### src/rtl/alu_thread_sched_pkg.sv
`default_nettype none
// ============================================================================
// Module  : alu_thread_sched_pkg
// Brief   : Shared types and default configuration for the ALU thread
//           issue scheduler.
// Revision: 1.0 - initial release
// ============================================================================
package alu_thread_sched_pkg;

    // Default configuration
    localparam int unsigned C_NTHREADS_DEF = 4;
    localparam int unsigned C_TID_W_DEF    = $clog2(C_NTHREADS_DEF);
    localparam int unsigned C_BLK_TMO_DEF  = 15;

    // Thread identifier at the default thread count
    typedef logic [C_TID_W_DEF-1:0] thread_id_t;

    // Per-thread scheduling state
    typedef enum logic {
        SCHED_RUN     = 1'b0,
        SCHED_BLOCKED = 1'b1
    } sched_state_t;

endpackage
`default_nettype wire

### src/rtl/alu_thread_sched_if.sv
`default_nettype none
// ============================================================================
// Module  : alu_thread_sched_if
// Brief   : Request/grant, ALU issue and ALU completion signals between the
//           per-thread decode stages, the scheduler and the ALU.
// Revision: 1.0 - initial release
// ============================================================================
interface alu_thread_sched_if
    import alu_thread_sched_pkg::*;
#(
    parameter int unsigned NTHREADS = C_NTHREADS_DEF,
    parameter int unsigned TID_W    = $clog2(NTHREADS)
);
    logic [NTHREADS-1:0] req_valid;
    logic [NTHREADS-1:0] req_ctrl_flow;
    logic [NTHREADS-1:0] req_ready;
    logic                issue_valid;
    logic [TID_W-1:0]    issue_tid;
    logic                done_valid;
    logic [TID_W-1:0]    done_tid;

    // Decode stages and ALU side
    modport master (
        output req_valid, req_ctrl_flow, done_valid, done_tid,
        input  req_ready, issue_valid, issue_tid
    );

    // Scheduler side
    modport slave (
        input  req_valid, req_ctrl_flow, done_valid, done_tid,
        output req_ready, issue_valid, issue_tid
    );
endinterface
`default_nettype wire

### src/rtl/alu_thread_sched_rr_arbiter.sv
`default_nettype none
// ============================================================================
// Module  : alu_thread_sched_rr_arbiter
// Brief   : Combinational round-robin arbiter. Searches the request vector
//           starting one above the last winner and returns a one-hot grant
//           plus the encoded winner id. N must be a power of two so the
//           search index wraps naturally in ID_W bits.
// Revision: 1.0 - initial release
// ============================================================================
module alu_thread_sched_rr_arbiter
    import alu_thread_sched_pkg::*;
#(
    parameter int unsigned N    = C_NTHREADS_DEF,
    parameter int unsigned ID_W = $clog2(N)
) (
    input  wire logic [N-1:0]    i_req,
    input  wire logic [ID_W-1:0] i_last,
    output logic      [N-1:0]    o_gnt,
    output logic      [ID_W-1:0] o_gnt_id,
    output logic                 o_gnt_valid
);

    logic [ID_W-1:0] w_idx;

    // First requester found after i_last (wrapping) wins
    always_comb begin
        o_gnt       = '0;
        o_gnt_id    = '0;
        o_gnt_valid = 1'b0;
        w_idx       = '0;
        for (int k = 1; k <= int'(N); k++) begin
            w_idx = i_last + ID_W'(k);
            if (!o_gnt_valid && i_req[w_idx]) begin
                o_gnt_valid  = 1'b1;
                o_gnt[w_idx] = 1'b1;
                o_gnt_id     = w_idx;
            end
        end
    end

endmodule
`default_nettype wire

### src/rtl/alu_thread_sched.sv
`default_nettype none
// ============================================================================
// Module  : alu_thread_sched
// Brief   : Issue scheduler sharing the single-cycle ALU between NTHREADS
//           hardware threads. Round-robin picks one eligible thread per
//           cycle; a thread issuing a branch/jump is blocked until the ALU
//           returns its new_pc. Blocked-too-long and spurious completions
//           raise a sticky sched_err.
//           Optional macro ALU_SCHED_PERF_EN adds per-thread issue/stall
//           counters as extra outputs.
// Revision: 1.0 - initial release
// ============================================================================
module alu_thread_sched
    import alu_thread_sched_pkg::*;
#(
    parameter int unsigned NTHREADS = C_NTHREADS_DEF,
    parameter int unsigned TID_W    = $clog2(NTHREADS),
    parameter int unsigned BLK_TMO  = C_BLK_TMO_DEF
) (
    input  wire logic                     clk,
    input  wire logic                     rst,
    input  wire logic [NTHREADS-1:0]      i_thread_en,
    input  wire logic                     i_flush,
    output logic      [NTHREADS-1:0]      o_blocked,
    output logic                          o_sched_err,
`ifdef ALU_SCHED_PERF_EN
    output logic [NTHREADS-1:0][31:0]     o_perf_issue_cnt,
    output logic [NTHREADS-1:0][31:0]     o_perf_stall_cnt,
`endif
    alu_thread_sched_if.slave             bus
);

    // Block-timeout counter width; kept at 1 when the check is disabled
    localparam int unsigned C_CNT_W = (BLK_TMO > 0) ? $clog2(BLK_TMO + 1) : 1;

    logic [NTHREADS-1:0] w_eligible;
    logic [NTHREADS-1:0] w_arb_req;
    logic [NTHREADS-1:0] w_gnt;
    logic [NTHREADS-1:0] w_err_evt;
    logic [TID_W-1:0]    w_gnt_id;
    logic                w_gnt_valid;

    logic                r_issue_valid;
    logic [TID_W-1:0]    r_issue_tid;
    logic [TID_W-1:0]    r_last_tid;
    logic                r_sched_err;

    assign w_eligible = i_thread_en & bus.req_valid & ~o_blocked;
    // A flush drops this cycle's grant; nothing is granted while in reset
    assign w_arb_req  = (rst || i_flush) ? '0 : w_eligible;

    alu_thread_sched_rr_arbiter #(
        .N    (NTHREADS),
        .ID_W (TID_W)
    ) u_arb (
        .i_req       (w_arb_req),
        .i_last      (r_last_tid),
        .o_gnt       (w_gnt),
        .o_gnt_id    (w_gnt_id),
        .o_gnt_valid (w_gnt_valid)
    );

    assign bus.req_ready   = w_gnt;
    assign bus.issue_valid = r_issue_valid;
    assign bus.issue_tid   = r_issue_tid;
    assign o_sched_err     = r_sched_err;

    // ALU issue slot and round-robin pointer, one cycle after the grant
    always_ff @(posedge clk) begin
        if (rst) begin
            r_issue_valid <= 1'b0;
            r_issue_tid   <= '0;
            r_last_tid    <= TID_W'(NTHREADS - 1);
        end else if (w_gnt_valid) begin
            r_issue_valid <= 1'b1;
            r_issue_tid   <= w_gnt_id;
            r_last_tid    <= w_gnt_id;
        end else begin
            r_issue_valid <= 1'b0;
        end
    end

    // Sticky error flag collecting every per-thread error event
    always_ff @(posedge clk) begin
        if (rst) begin
            r_sched_err <= 1'b0;
        end else if (|w_err_evt) begin
            r_sched_err <= 1'b1;
        end
    end

    for (genvar t = 0; t < int'(NTHREADS); t++) begin : g_thread
        sched_state_t r_state;
        sched_state_t w_state_nxt;
        logic         w_done_hit;
        logic         w_spurious;
        logic         w_tmo_evt;

        assign w_done_hit = bus.done_valid && (bus.done_tid == TID_W'(t));
        // A completion for a running thread is spurious unless a flush masks it
        assign w_spurious = w_done_hit && (r_state == SCHED_RUN) && !i_flush;

        // RUN/BLOCKED next-state: flush overrides everything
        always_comb begin
            w_state_nxt = r_state;
            if (i_flush) begin
                w_state_nxt = SCHED_RUN;
            end else begin
                case (r_state)
                    SCHED_RUN: begin
                        if (w_gnt[t] && bus.req_ctrl_flow[t]) begin
                            w_state_nxt = SCHED_BLOCKED;
                        end
                    end
                    SCHED_BLOCKED: begin
                        if (w_done_hit) begin
                            w_state_nxt = SCHED_RUN;
                        end
                    end
                    default: w_state_nxt = SCHED_RUN;
                endcase
            end
        end

        // Per-thread state register
        always_ff @(posedge clk) begin
            if (rst) begin
                r_state <= SCHED_RUN;
            end else begin
                r_state <= w_state_nxt;
            end
        end

        if (BLK_TMO > 0) begin : g_tmo
            localparam logic [C_CNT_W-1:0] C_CNT_MAX  = C_CNT_W'(BLK_TMO);
            localparam logic [C_CNT_W-1:0] C_CNT_LAST = C_CNT_W'(BLK_TMO - 1);
            logic [C_CNT_W-1:0] r_blk_cnt;

            // Count cycles spent BLOCKED, saturating at the timeout value
            always_ff @(posedge clk) begin
                if (rst || (r_state == SCHED_RUN)) begin
                    r_blk_cnt <= '0;
                end else if (r_blk_cnt != C_CNT_MAX) begin
                    r_blk_cnt <= r_blk_cnt + C_CNT_W'(1);
                end
            end

            // Fires once, on the edge the counter reaches the timeout,
            // unless the thread is released in that same cycle
            assign w_tmo_evt = (r_state == SCHED_BLOCKED) && (r_blk_cnt == C_CNT_LAST)
                               && !i_flush && !w_done_hit;
        end else begin : g_no_tmo
            assign w_tmo_evt = 1'b0;
        end

        assign w_err_evt[t] = w_spurious || w_tmo_evt;
        assign o_blocked[t] = (r_state == SCHED_BLOCKED);
    end

`ifdef ALU_SCHED_PERF_EN
    for (genvar p = 0; p < int'(NTHREADS); p++) begin : g_perf
        logic [31:0] r_issue_cnt;
        logic [31:0] r_stall_cnt;

        // Wrapping issue and stall counters
        always_ff @(posedge clk) begin
            if (rst) begin
                r_issue_cnt <= '0;
                r_stall_cnt <= '0;
            end else begin
                if (w_gnt[p]) begin
                    r_issue_cnt <= r_issue_cnt + 32'd1;
                end
                if (bus.req_valid[p] && i_thread_en[p] && !w_gnt[p]) begin
                    r_stall_cnt <= r_stall_cnt + 32'd1;
                end
            end
        end

        assign o_perf_issue_cnt[p] = r_issue_cnt;
        assign o_perf_stall_cnt[p] = r_stall_cnt;
    end
`endif

endmodule
`default_nettype wire

### src/flat_wrapper.sv
// flat-port wrapper written by rule: the top's interface ports become plain ports
module alu_thread_sched_flat import alu_thread_sched_pkg::*;
#(
    parameter int unsigned NTHREADS = C_NTHREADS_DEF,
    parameter int unsigned TID_W    = $clog2(NTHREADS),
    parameter int unsigned BLK_TMO  = C_BLK_TMO_DEF
)
  (clk, rst, i_thread_en, i_flush, o_blocked, o_sched_err, bus_req_valid, bus_req_ctrl_flow, bus_done_valid, bus_done_tid, bus_req_ready, bus_issue_valid, bus_issue_tid);
  alu_thread_sched_if #(.NTHREADS(NTHREADS), .TID_W(TID_W)) bus_i ();
  input  wire logic clk;
  input  wire logic rst;
  input  wire logic [NTHREADS-1:0] i_thread_en;
  input  wire logic i_flush;
  output logic      [NTHREADS-1:0] o_blocked;
  output logic o_sched_err;
  input wire logic [$bits(bus_i.req_valid)-1:0] bus_req_valid;
  input wire logic [$bits(bus_i.req_ctrl_flow)-1:0] bus_req_ctrl_flow;
  input wire logic [$bits(bus_i.done_valid)-1:0] bus_done_valid;
  input wire logic [$bits(bus_i.done_tid)-1:0] bus_done_tid;
  output wire logic [$bits(bus_i.req_ready)-1:0] bus_req_ready;
  output wire logic [$bits(bus_i.issue_valid)-1:0] bus_issue_valid;
  output wire logic [$bits(bus_i.issue_tid)-1:0] bus_issue_tid;
  assign bus_i.req_valid = bus_req_valid;
  assign bus_i.req_ctrl_flow = bus_req_ctrl_flow;
  assign bus_i.done_valid = bus_done_valid;
  assign bus_i.done_tid = bus_done_tid;
  assign bus_req_ready = bus_i.req_ready;
  assign bus_issue_valid = bus_i.issue_valid;
  assign bus_issue_tid = bus_i.issue_tid;
  alu_thread_sched #(.NTHREADS(NTHREADS), .TID_W(TID_W), .BLK_TMO(BLK_TMO)) u_core (.clk(clk), .rst(rst), .i_thread_en(i_thread_en), .i_flush(i_flush), .o_blocked(o_blocked), .o_sched_err(o_sched_err), .bus(bus_i));
endmodule
### config.mk
export PLATFORM = sky130hd
export DESIGN_NAME = alu_thread_sched_flat
export DESIGN_NICKNAME = d
export VERILOG_FILES = /design/src/rtl/alu_thread_sched_pkg.sv /design/src/rtl/alu_thread_sched_if.sv /design/src/rtl/alu_thread_sched_rr_arbiter.sv /design/src/rtl/alu_thread_sched.sv /design/src/flat_wrapper.sv
export SDC_FILE = /design/constraint.sdc
export NUM_CORES = 1
export LEC_CHECK = 0
export CAP_MARGIN = 20
export CELL_PAD_IN_SITES_DETAIL_PLACEMENT = 0
export CELL_PAD_IN_SITES_GLOBAL_PLACEMENT = 2
export CORE_MARGIN = 10
export CORE_UTILIZATION = 37
export CTS_BUF_LIST = sky130_fd_sc_hd__clkbuf_8
export DETAILED_ROUTE_END_ITERATION = 7
export GPL_TIMING_DRIVEN = 0
export PLACE_DENSITY_LB_ADDON = 0.1
export RECOVER_POWER = 25
export SLEW_MARGIN = 20
export SYNTH_ARGS = -nofsm -noshare
export SYNTH_HDL_FRONTEND = slang
export SYNTH_SLANG_ARGS = --single-unit
### constraint.sdc
create_clock -name clk -period 5.25 [get_ports clk]
set_input_delay 1.3125 -clock clk [delete_from_list [all_inputs] [get_ports clk]]
set_output_delay 1.3125 -clock clk [all_outputs]
set_load 0.01 [all_outputs]
; ---- Word-level counts from Yosys, hierarchy flattened
; Index checks and enable logic that the tools add are counted.
; W data, S select, Z words.
[totals]
out_inout_bits = 12
mem_bits_ro = 0
regBits = 26
ramBits = 0
latchBits = 0
n_memories = 0
elab_cells = 145
inputBits = 18
[classes]
order_cmp = 8
reduce_logical = 55
mux = 42
bitwise_logic = 10
div = 0
n_shift = 0
eq_ne = 11
multipliers = 0
n_addsub = 7
[ops]
columns = op, count
row1 = $logic_and A1 B1 Y1, 35
row2 = $mux W1, 21
row3 = $mux W4, 5
row4 = $add A4 B1 Y4 const B, 4
row5 = $eq A4 B4 Y1 const B, 4
row6 = $ne A4 B4 Y1 const B, 4
row7 = $lt A2 B3 Y1 const B, 4
row8 = $or A4 B4 Y4, 3
row9 = $logic_or A1 B1 Y1, 9
row10 = $and A4 B4 Y4, 2
row11 = $bmux W1 S2, 4
row12 = $demux W1 S2, 4
row13 = $ge A2 B1 Y1 const B, 4
row14 = $logic_not A1 Y1, 8
row15 = $mux W2, 4
row16 = $pmux W1 S2, 4
row17 = $add A2 B2 Y2 const B, 2
row18 = $eq A2 B2 Y1 const B, 2
row19 = $not A1 Y1, 4
row20 = $not A4 Y4, 1
row21 = $reduce_or A4 Y1, 1
row22 = $add A2 B1 Y2 const B, 1
row23 = $eq A2 B1 Y1 const B, 1
row24 = $logic_not A2 Y1, 1
row25 = $reduce_or A2 Y1, 1

; ---- Longest topological paths before layout
; Gate-level depths: netlist of the first run.
[depth]
depth_word = 18
mapped_depth = 9
mapped_depth_nobuf = 7

; ---- Cells and area by module
; Synthesis of the first run repeated with hierarchy kept, for this count alone.
[unflattened]
cells_unflattened = 236
area_unflattened_um2 = 1940.6
[modules_own_cells]
columns = module, seq_area_each_um2, area_each_um2, instances, cells_per_inst
row1 = alu_thread_sched, 520.5, 1311.3, 1, 150
row2 = alu_thread_sched_rr_arbiter, 0.0, 629.4, 1, 86

; ---- Worst setup path after synthesis of the first run
; Ideal clock, no wire load.
[synth_timing]
path_type = in2out
start = input rst
end = output bus_req_ready[0]
path_buffers = 0
setup_slack_ns = 1.408
required_time_ns = 3.938
path_stages = 5
t_arrival_ns = 2.530
cell_sequence = nor3b_2 a221oi_4 o32a_2 a32oi_1 nand3_1
[synth_via]
elab_chain_cells = 14
elab_cells_between_ends = 26
cone_classes = mux: 16 / bitwise: 3 / reduce/logical: 7
[synth_rtl]
columns = item, line
row1 = "start, declared", flat_wrapper.sv:11  ; input wire logic rst;
row2 = $logic_or A1 B1 Y1 *, alu_thread_sched.sv:50  ; assign w_arb_req = (rst || i_flush) ? '0 : w_eligible;
row3 = $mux W4 *, alu_thread_sched.sv:50
row4 = $bmux W1 S2, alu_thread_sched_rr_arbiter.sv:33  ; if (!o_gnt_valid && i_req[w_idx]) begin
row5 = $mux W1 (not written as such), alu_thread_sched_rr_arbiter.sv:33
row6 = $mux W1, alu_thread_sched_rr_arbiter.sv:33
row7 = $logic_not A1 Y1, alu_thread_sched_rr_arbiter.sv:33
row8 = $logic_and A1 B1 Y1, alu_thread_sched_rr_arbiter.sv:33
row9 = $mux W1, alu_thread_sched_rr_arbiter.sv:33
row10 = $logic_not A1 Y1, alu_thread_sched_rr_arbiter.sv:33
row11 = $logic_and A1 B1 Y1, alu_thread_sched_rr_arbiter.sv:33
row12 = $mux W1, alu_thread_sched_rr_arbiter.sv:33
row13 = $logic_not A1 Y1, alu_thread_sched_rr_arbiter.sv:33
row14 = $logic_and A1 B1 Y1, alu_thread_sched_rr_arbiter.sv:33
row15 = $mux W4 *, alu_thread_sched_rr_arbiter.sv:33
row16 = "end, declared", flat_wrapper.sv:20  ; output wire logic [$bits(bus_i.req_ready)-1:0] bus_req_ready;
; Every way passes the cells marked *; elsewhere a longest branch is shown, timed or not. The select of a mux whose other input is x is not followed.

; ---- Worst setup path after layout of the first run
[layout_timing]
start = input rst
end = output bus_req_ready[3]
; Same word-level chain as after synthesis.

==> metrics.md, run 1 <==
| Metric | Value |
|---|---|
| Outcome | `complete, no violations` |
| Worst-Margin Slew | `about 520 ps` |
| Synth Warn # | `0` |
| Sequential fraction of the synthesis area | `25.8%` |
| Total wire length | `5.47 mm` |
| Max Cap Violations | `0` |
| Area share of fa/ha/maj cells after synthesis | `under 10%` |
| Clk pwr share | `20.3%` |
| Final min period | `around 5000 ps` |
| Maximum root-to-sink buffer count | `2` |
| ANT nets after route | `0` |
| Crit path capture type | `output port` |
| Worst Setup Start Kind | `input port` |
| First drt pass iteration count | `4` |
| Crit path required time | `between 3000 and 4000 ps` |
| Initial Utilization | `38.8%` |
| CP startpoint | `rst` |
| Synth Instances | `approximately 230` |
| Post-DP HPWL | `approximately 4 mm` |
| Worst skew pair latency | `between 200 and 300 ps` |
| Combinational share of power | `roughly 45%` |
| WL/cell | `between 15 and 20 µm` |
| Layout Nets | `299` |
| Core ar. | `between 5000 and 6000 µm²` |
| Peak Freq | `just under 0.2 GHz` |
| CP max FO | `10` |
| DRC | `0` |
| Share of cells above drive strength 1 | `between 10% and 20%` |
| Xor/xnor share of the synthesized area | `~1.7%` |
| Largest family of logic cells by synthesized area | `simple AND/OR/NAND/NOR gates` |
| H-tree lvl count | `1` |
| Compound-Gate Fraction of Synth Area | `about 22%` |
| Relative slew margins | `65.1%` |
| Post-Syn Area per Cell | `just under 9 µm²` |
| Vias in the first global route | `roughly 1,900` |
| Final instance area | `between 2000 and 2500 µm²` |
| Cts bufs inserted | `3` |
| Ports | `30` |
| Tot GR Track Use | `12.6%` |
| Min-delay src | `u_core.o_sched_err$_SDFFE_PP0P_` |
| Reg-to-Reg Start | `u_core.r_last_tid[0]$_SDFFE_PP1P_` |
| Simple-Gate Fraction of Synth Area | `33.6%` |
| Switching power total | `0.000252 W` |
| Chip width | `~94 µm` |
| Number of synthesized register bits | `26` |
| Initial antenna violation count | `0` |
| LEAKAGE | `0.911 nW` |
| Final max-slew violation count | `0` |
| Top FF cell, synth | `dfxtp_1` |
| Root cell of the clock tree | `clkbuf_8` |
| PwrDens | `about 270 nW/µm²` |
| Wire length of the first global-routing pass | `between 9 and 10 mm` |
| Post-synth EDFFs | `0` |
| Syn_nets | `roughly 270` |
| Vias per inst | `about 5.7` |
| Critical Path AT | `~3800 ps` |
| CTS tree | `done` |
| # hold bufs at CTS | `0` |
| HP Class | `flop to flop` |
| Gp weighted congestion | `about 0.81` |
| FFs w/ async S/R, synth | `0%` |
| Int Pwr | `roughly 0.00042 W` |
| Clock transition at path regs | `around 90 ps` |
| Die outline height | `93.9 µm` |
| Final cycle utilization of the critical path | `97.5%` |
| Final setup margin | `between 100 and 150 ps` |
| Final hold vios | `0` |
| Largest net degree at the start of global routing | `15` |
| Die area | `~8800 µm²` |
| WS Path Type | `input port to output port` |
| Row count | `26` |
| Area Overhead vs Synth | `22.4%` |
| Reg power frac | `35.1%` |
| Post-synthesis mux area share | `under 10%` |
| Total number of vias | `roughly 1,900` |
| Setup Skew | `between 6 and 7 ps` |
| Post_cts resized | `0` |
| Mapped Area | `approximately 2000 µm²` |
| Post-CTS Setup Bufs | `0` |
| Setup-failing EPs final | `0` |
| N_diodes | `0` |
| Sw Share | `37.7%` |
| Num Clock Sinks | `26` |
| Dpl ws | `around 4.3 ps` |
| DRT iter0 DRCs | `72` |
| Filler cells | `around 510` |
| Yosys cell types | `54` |
| IO buf count | `29` |
| Maximum vdd drop | `0.137 mV` |
| Placed Area | `2400 µm²` |
| GR Overflow Total | `0` |
## placed cells by master, fill, tap and decap left out, types with 3 or more instances in the layout
| master | synthesis | routed |
|---|---|---|
| dfxtp_1 | 26 | 26 |
| clkdlybuf4s50_1 | 0 | 24 |
| nor2_1 | 22 | 22 |
| nand3_1 | 18 | 18 |
| ha_1 | 15 | 15 |
| nor3_1 | 12 | 12 |
| nand2_1 | 11 | 11 |
| nor3b_1 | 10 | 10 |
| inv_1 | 9 | 9 |
| nand3b_1 | 8 | 8 |
| nand4b_1 | 6 | 6 |
| a211oi_1 | 6 | 6 |
| o211ai_1 | 5 | 5 |
| a21oi_1 | 5 | 5 |
| a31oi_1 | 5 | 5 |
| o21ai_0 | 4 | 4 |
| xnor2_1 | 4 | 4 |
| a2bb2oi_1 | 4 | 4 |
| buf_4 | 4 | 4 |
| clkbuf_8 | 0 | 4 |
| dlygate4sd3_1 | 0 | 4 |
| buf_2 | 4 | 3 |
| or2b_1 | 3 | 3 |
| nand2b_1 | 3 | 3 |
## flip-flops by register name, summed over array words and instances, names as in the netlist
name	cells
u_core.g_thread.g_tmo.r_blk_cnt	16
u_core.g_thread.r_state	4
u_core.bus.issue_tid	2
u_core.r_last_tid	2
u_core.bus.issue_valid	1
u_core.o_sched_err	1
## power groups by stage
| stage | Combinational [W] | Sequential, W | Clock, W |
|---|---|---|---|
| after global routing | 0.000323 | 0.000238 | 0.000152 |
| after CTS | 0.000292 | 0.000235 | 0.000142 |
| after detailed placement | 0.000290 | 0.000239 | 0 |
| after global placement | 0.000296 | 0.000240 | 0 |
| after floorplan | 0.000186 | 0.000235 | 0 |
| final | 0.000298 | 0.000234 | 0.000135 |
## metrics by stage
step                hold WS [ps]  total power [W]  utilization [%]  cells  TNS [ps]
CTS                          467         0.000670             47.1    335         0
floorplan                    470         0.000420                -    232         0
detailed placement           445         0.000529             46.1    331         0
finish                       457         0.000668             47.5    335         0
global placement             437         0.000536             46.1    331     -21.7
global route                 494         0.000712             47.5    335     -7.25
## cell type report
| cell class | count | area, µm² | share of cell area, % |
|---|---|---|---|
| repair buffers | 29 | 293 | 11.8 |
| inverters | 9 | 33.8 | 1.37 |
| well taps | 70 | 87.6 | 3.54 |
| multi-input cells | 187 | 1420 | 57.6 |
| flip-flops and latches | 26 | 520 | 21.0 |
| clock buffers | 4 | 55.1 | 2.23 |
| plain buffers | 10 | 60.1 | 2.43 |
## metal layers
metal  up-vias  global-route usage [%]  routed length (µm)
met3         8                    2.64                 249
met1       904                    15.6                2500
met4         0                    3.04                  71
met2        42                    21.6                2650
li1        952                       -                   -
met5         -                       0                   0
## synthesized netlist by cell type (all sizes together), types with 5 or more instances
library cell	instances	area, µm²
a211oi	6	45.0
a21oi	7	42.5
a31oi	5	31.3
buf	8	50.1
dfxtp	26	521
ha	15	188
inv	9	33.8
nand2	11	41.3
nand3	18	90.1
nand3b	8	60.1
nand4b	6	52.6
nor2	22	82.6
nor3	13	76.3
nor3b	11	87.6
o211ai	7	62.6
## worst paths after layout
kind                                                              end  slack [ps]  cells past startpoint
worst max register to register  u_core.g_thread[3].r_state$_SDFF_PP0_        2380                      9
worst max-delay path                                 bus_req_ready[3]         130                      8
worst min-delay path                  u_core.o_sched_err$_SDFFE_PP0P_         460                      2
worst min register to register        u_core.o_sched_err$_SDFFE_PP0P_         460                      2
## logic make-up (layout without fill, tap and decap cells)
| kind of cell | count (synthesis) | after routing |
|---|---|---|
| XOR/XNOR | 4 | 4 |
| multiplexers | 3 | 3 |
| adder cells (fa/ha/maj) | 15 | 15 |
| AO/OA/AOI/OAI | 53 | 53 |
| flip-flops | 26 | 26 |
| AND/OR/NAND/NOR | 112 | 112 |
| buffers and inverters | 19 | 52 |
## worst max-delay path: stages
cell and delay, ps:
clkdlybuf4s50_1 540, or3_1 480, a21oi_2 250, buf_2 260, nor3b_1 90, a32oi_2 260, nand3_1 110, clkdlybuf4s50_1 490
(Power assumes the default switching activity.)
==> run 2, diff against run 1 <==
CORE_UTILIZATION = 34   (was 37)
SKIP_CTS_REPAIR_TIMING = 1   (was unset)
clock period = 5.1 ns   (was 5.25 ns; I/O delays follow)
==> run 2 against run 1 <==
  * Final cell count up 1.5%
  * Non-clock buffer count unchanged
  * First-iteration DRC count up 9.7%
  * Power up 9.2%
==> metrics.md, run 2 (same netlist as run 1, synthesis figures left out) <==
| Metric | Value |
|---|---|
| Maximum vdd drop | `0.156 mV (was 0.137 mV)` |
| HP Class | `flop to flop (unchanged)` |
| Layout Nets | `299 (unchanged)` |
| Setup Skew | `6.91 ps (was 6.20 ps)` |
| Gr busiest metal | `met2 (unchanged)` |
| Multi-input gate area | `1430 µm² (was 1420 µm²)` |
| Critical Path AT | `3660 ps (was 3810 ps)` |
| Cts bufs inserted | `3 (unchanged)` |
| CP max FO | `9 (was 10)` |
| ANT nets after route | `0 (unchanged)` |
| Initial antenna violation count | `0 (unchanged)` |
| Tot GR Track Use | `11.9% (was 12.6%)` |
| R2R setup slack | `2260 ps (was 2380 ps)` |
| Crit path required time | `3830 ps (was 3940 ps)` |
| Final max-slew violation count | `0 (unchanged)` |
| Largest registers | `u_core.g_thread.g_tmo.r_blk_cnt (16), u_core.g_thread.r_state (4) (unchanged)` |
| Most frequent cells in the layout | `clkdlybuf4s50_1, dfxtp_1, nor2_1, nand3_1, ha_1 (was dfxtp_1, clkdlybuf4s50_1, nor2_1, nand3_1, ha_1)` |
| Min-delay src | `u_core.o_sched_err$_SDFFE_PP0P_ (unchanged)` |
| GR Overflow Total | `0 (unchanged)` |
| Final hold vios | `0 (unchanged)` |
| RR Endpoint | `u_core.g_thread[0].r_state$_SDFF_PP0_ (was u_core.g_thread[3].r_state$_SDFF_PP0_)` |
| Row count | `28 (was 26)` |
| Area Overhead vs Synth | `23.4% (was 22.4%)` |
| H-tree lvl count | `1 (unchanged)` |
| Max incr delay on CP | `550 ps (was 540 ps)` |
| FF+latch area | `520 µm² (unchanged)` |
| Dpl ws | `-45.8 ps (was 4.30 ps)` |
| Ports | `30 (unchanged)` |
| Clock transition at path regs | `100 ps (was 90 ps)` |
| Clk pwr share | `24.9% (was 20.3%)` |
| Total number of vias | `1,892 (was 1,906)` |
| Int Pwr | `0.000467 W (was 0.000416 W)` |
| Vias in the first global route | `1,848 (was 1,861)` |
| Total wire length | `5.69 mm (was 5.47 mm)` |
| Number of flip-flops in the largest register | `16 (unchanged)` |
| Post-DP HPWL | `4.29 mm (was 4.10 mm)` |
| FF-to-FF path depth | `9 (unchanged)` |
| Worst skew pair latency | `280 ps (was 270 ps)` |
| CP Buf/Inv Count | `2 (was 3)` |
| PwrDens | `292 nW/µm² (was 270 nW/µm²)` |
| GRT met1 Usage | `14.5% (was 15.6%)` |
| Core ar. | `5850 µm² (was 5200 µm²)` |
| First drt pass iteration count | `4 (unchanged)` |
| Sw Share | `35.9% (was 37.7%)` |
| Die outline height | `97.1 µm (was 93.9 µm)` |
| Root cell of the clock tree | `clkbuf_8 (unchanged)` |
| Max Cap Violations | `0 (unchanged)` |
| Largest net degree at the start of global routing | `16 (was 15)` |
| Share of cells above drive strength 1 | `10.6% (was 10.9%)` |
| Biggest register | `u_core.g_thread.g_tmo.r_blk_cnt (unchanged)` |
| Hold Path Sink | `u_core.o_sched_err$_SDFFE_PP0P_ (unchanged)` |
| Slowest-stage cell, CP | `clkdlybuf4s50_1 (unchanged)` |
| GRT met3 Usage | `2.77% (was 2.64%)` |
| Filler cells | `574 (was 511)` |
| Reg-to-Reg Start | `u_core.r_last_tid[0]$_SDFFE_PP1P_ (unchanged)` |
| WL/cell | `16.7 µm (was 16.3 µm)` |
| DRC | `0 (unchanged)` |
| Worst-Margin Slew | `527 ps (was 523 ps)` |
| Outcome | `complete, no violations (unchanged)` |
| Hold Path Depth | `2 (unchanged)` |
| Final cycle utilization of the critical path | `between 90% and 100%` |
| Crit path capture type | `output port (unchanged)` |
| Maximum root-to-sink buffer count | `2 (unchanged)` |
| Switching power total | `0.000262 W (was 0.000252 W)` |
| CTS tree | `done (unchanged)` |
| Final min period | `about 4900 ps` |
| DRT iter0 DRCs | `79 (was 72)` |
| GR Util met2 | `20.7% (was 21.6%)` |
| Num Clock Sinks | `26 (unchanged)` |
| Final setup margin | `161 ps (was 131 ps)` |
| Most common cell after layout, fill and taps aside | `clkdlybuf4s50_1 (was dfxtp_1)` |
| Chip width | `97.1 µm (was 93.9 µm)` |
| IO buf count | `29 (unchanged)` |
| Crit-path cells | `clkdlybuf4s50_1 > and3b_1 > a221oi_4 > o32a_2 > a32oi_1 > nand3_1 > clkdlybuf4s50_1 (was clkdlybuf4s50_1 > or3_1 > a21oi_2 > buf_2 > nor3b_1 > a32oi_2 > nand3_1 > clkdlybuf4s50_1)` |
| LEAKAGE | `0.900 nW (was 0.911 nW)` |
| WS Path Type | `input port to output port (unchanged)` |
| Vias per inst | `5.56 (was 5.69)` |
| N_diodes | `0 (unchanged)` |
| Reg power frac | `33.2% (was 35.1%)` |
| Critical path's top delay family | `compound AO/OA/AOI/OAI gates (was buffers and inverters)` |
| Wire length of the first global-routing pass | `9.60 mm (was 9.14 mm)` |
| Peak Freq | `a little over 0.2 GHz` |
| Cell mode on critical path | `clkdlybuf4s50_1 (unchanged)` |
| Die area | `9430 µm² (was 8820 µm²)` |
| Gp weighted congestion | `0.803 (was 0.810)` |
| RSZ-0062 raised after global routing | `no` |
| Setup-failing EPs final | `0 (unchanged)` |
| Final core area utilization | `42.6% (was 47.5%)` |
| Relative slew margins | `64.8% (was 65.1%)` |
| Combinational share of power | `41.9% (was 44.7%)` |
| Worst Setup Start Kind | `input port (unchanged)` |
| Initial Utilization | `34.5% (was 38.8%)` |
-- run 2: worst max-delay path by stage --
stage,start,to,slack (ps),cells past startpoint
finish,bus_req_valid[0],bus_req_ready[3],160,7
global route,bus_req_valid[0],bus_req_ready[3],60,7
CTS,i_flush,bus_req_ready[3],-70,8
detailed placement,i_flush,bus_req_ready[3],-50,8
global placement,i_flush,bus_req_ready[3],-80,8
floorplan,rst,bus_req_ready[0],1330,5
-- run 2: power by group through the flow --
stage / Clock (W) / Combinational, W / Sequential, W
floorplan: 0 / 0.000191 / 0.000241
global placement: 0 / 0.000303 / 0.000248
detailed placement: 0 / 0.000298 / 0.000247
CTS: 0.000187 / 0.000300 / 0.000242
global route: 0.000195 / 0.000335 / 0.000246
finish: 0.000181 / 0.000306 / 0.000242
-- run 2: layer usage --
| layer | part of all wire (%) | vias to the layer above |
|---|---|---|
| li1 | - | 955 |
| met3 | 4.0 | 2 |
| met2 | 49 | 28 |
| met4 | 0.44 | 0 |
| met1 | 47 | 907 |
| met5 | 0 | - |
-- run 2: cell type report --
| type | instances | area share (%) |
|---|---|---|
| plain buffers | 10 | 2.51 |
| clock buffers | 3 | 1.66 |
| clock inverters | 1 | 1.20 |
| inverters | 9 | 1.35 |
| multi-input cells | 187 | 57.2 |
| flip-flops and latches | 26 | 20.9 |
| well taps | 75 | 3.76 |
| repair buffers | 29 | 11.5 |
-- run 2: worst min-delay path, stage by stage (launching register included) --
cell,delay [ps]
dfxtp_1,330
inv_1,50
a21oi_1,50
-- run 2: through the flow --
stage | instances | hold slack (ps) | area [µm²] | power, W | TNS [ps]
after detailed placement | 336 | 440 | 2400 | 0.000545 | -88.1
final | 340 | 462 | 2490 | 0.000729 | 0
after global placement | 336 | 453 | 2400 | 0.000551 | -134
after global routing | 340 | 529 | 2490 | 0.000776 | 0
after CTS | 340 | 464 | 2480 | 0.000730 | -128
after floorplan | 232 | 470 | 2020 | 0.000433 | 0
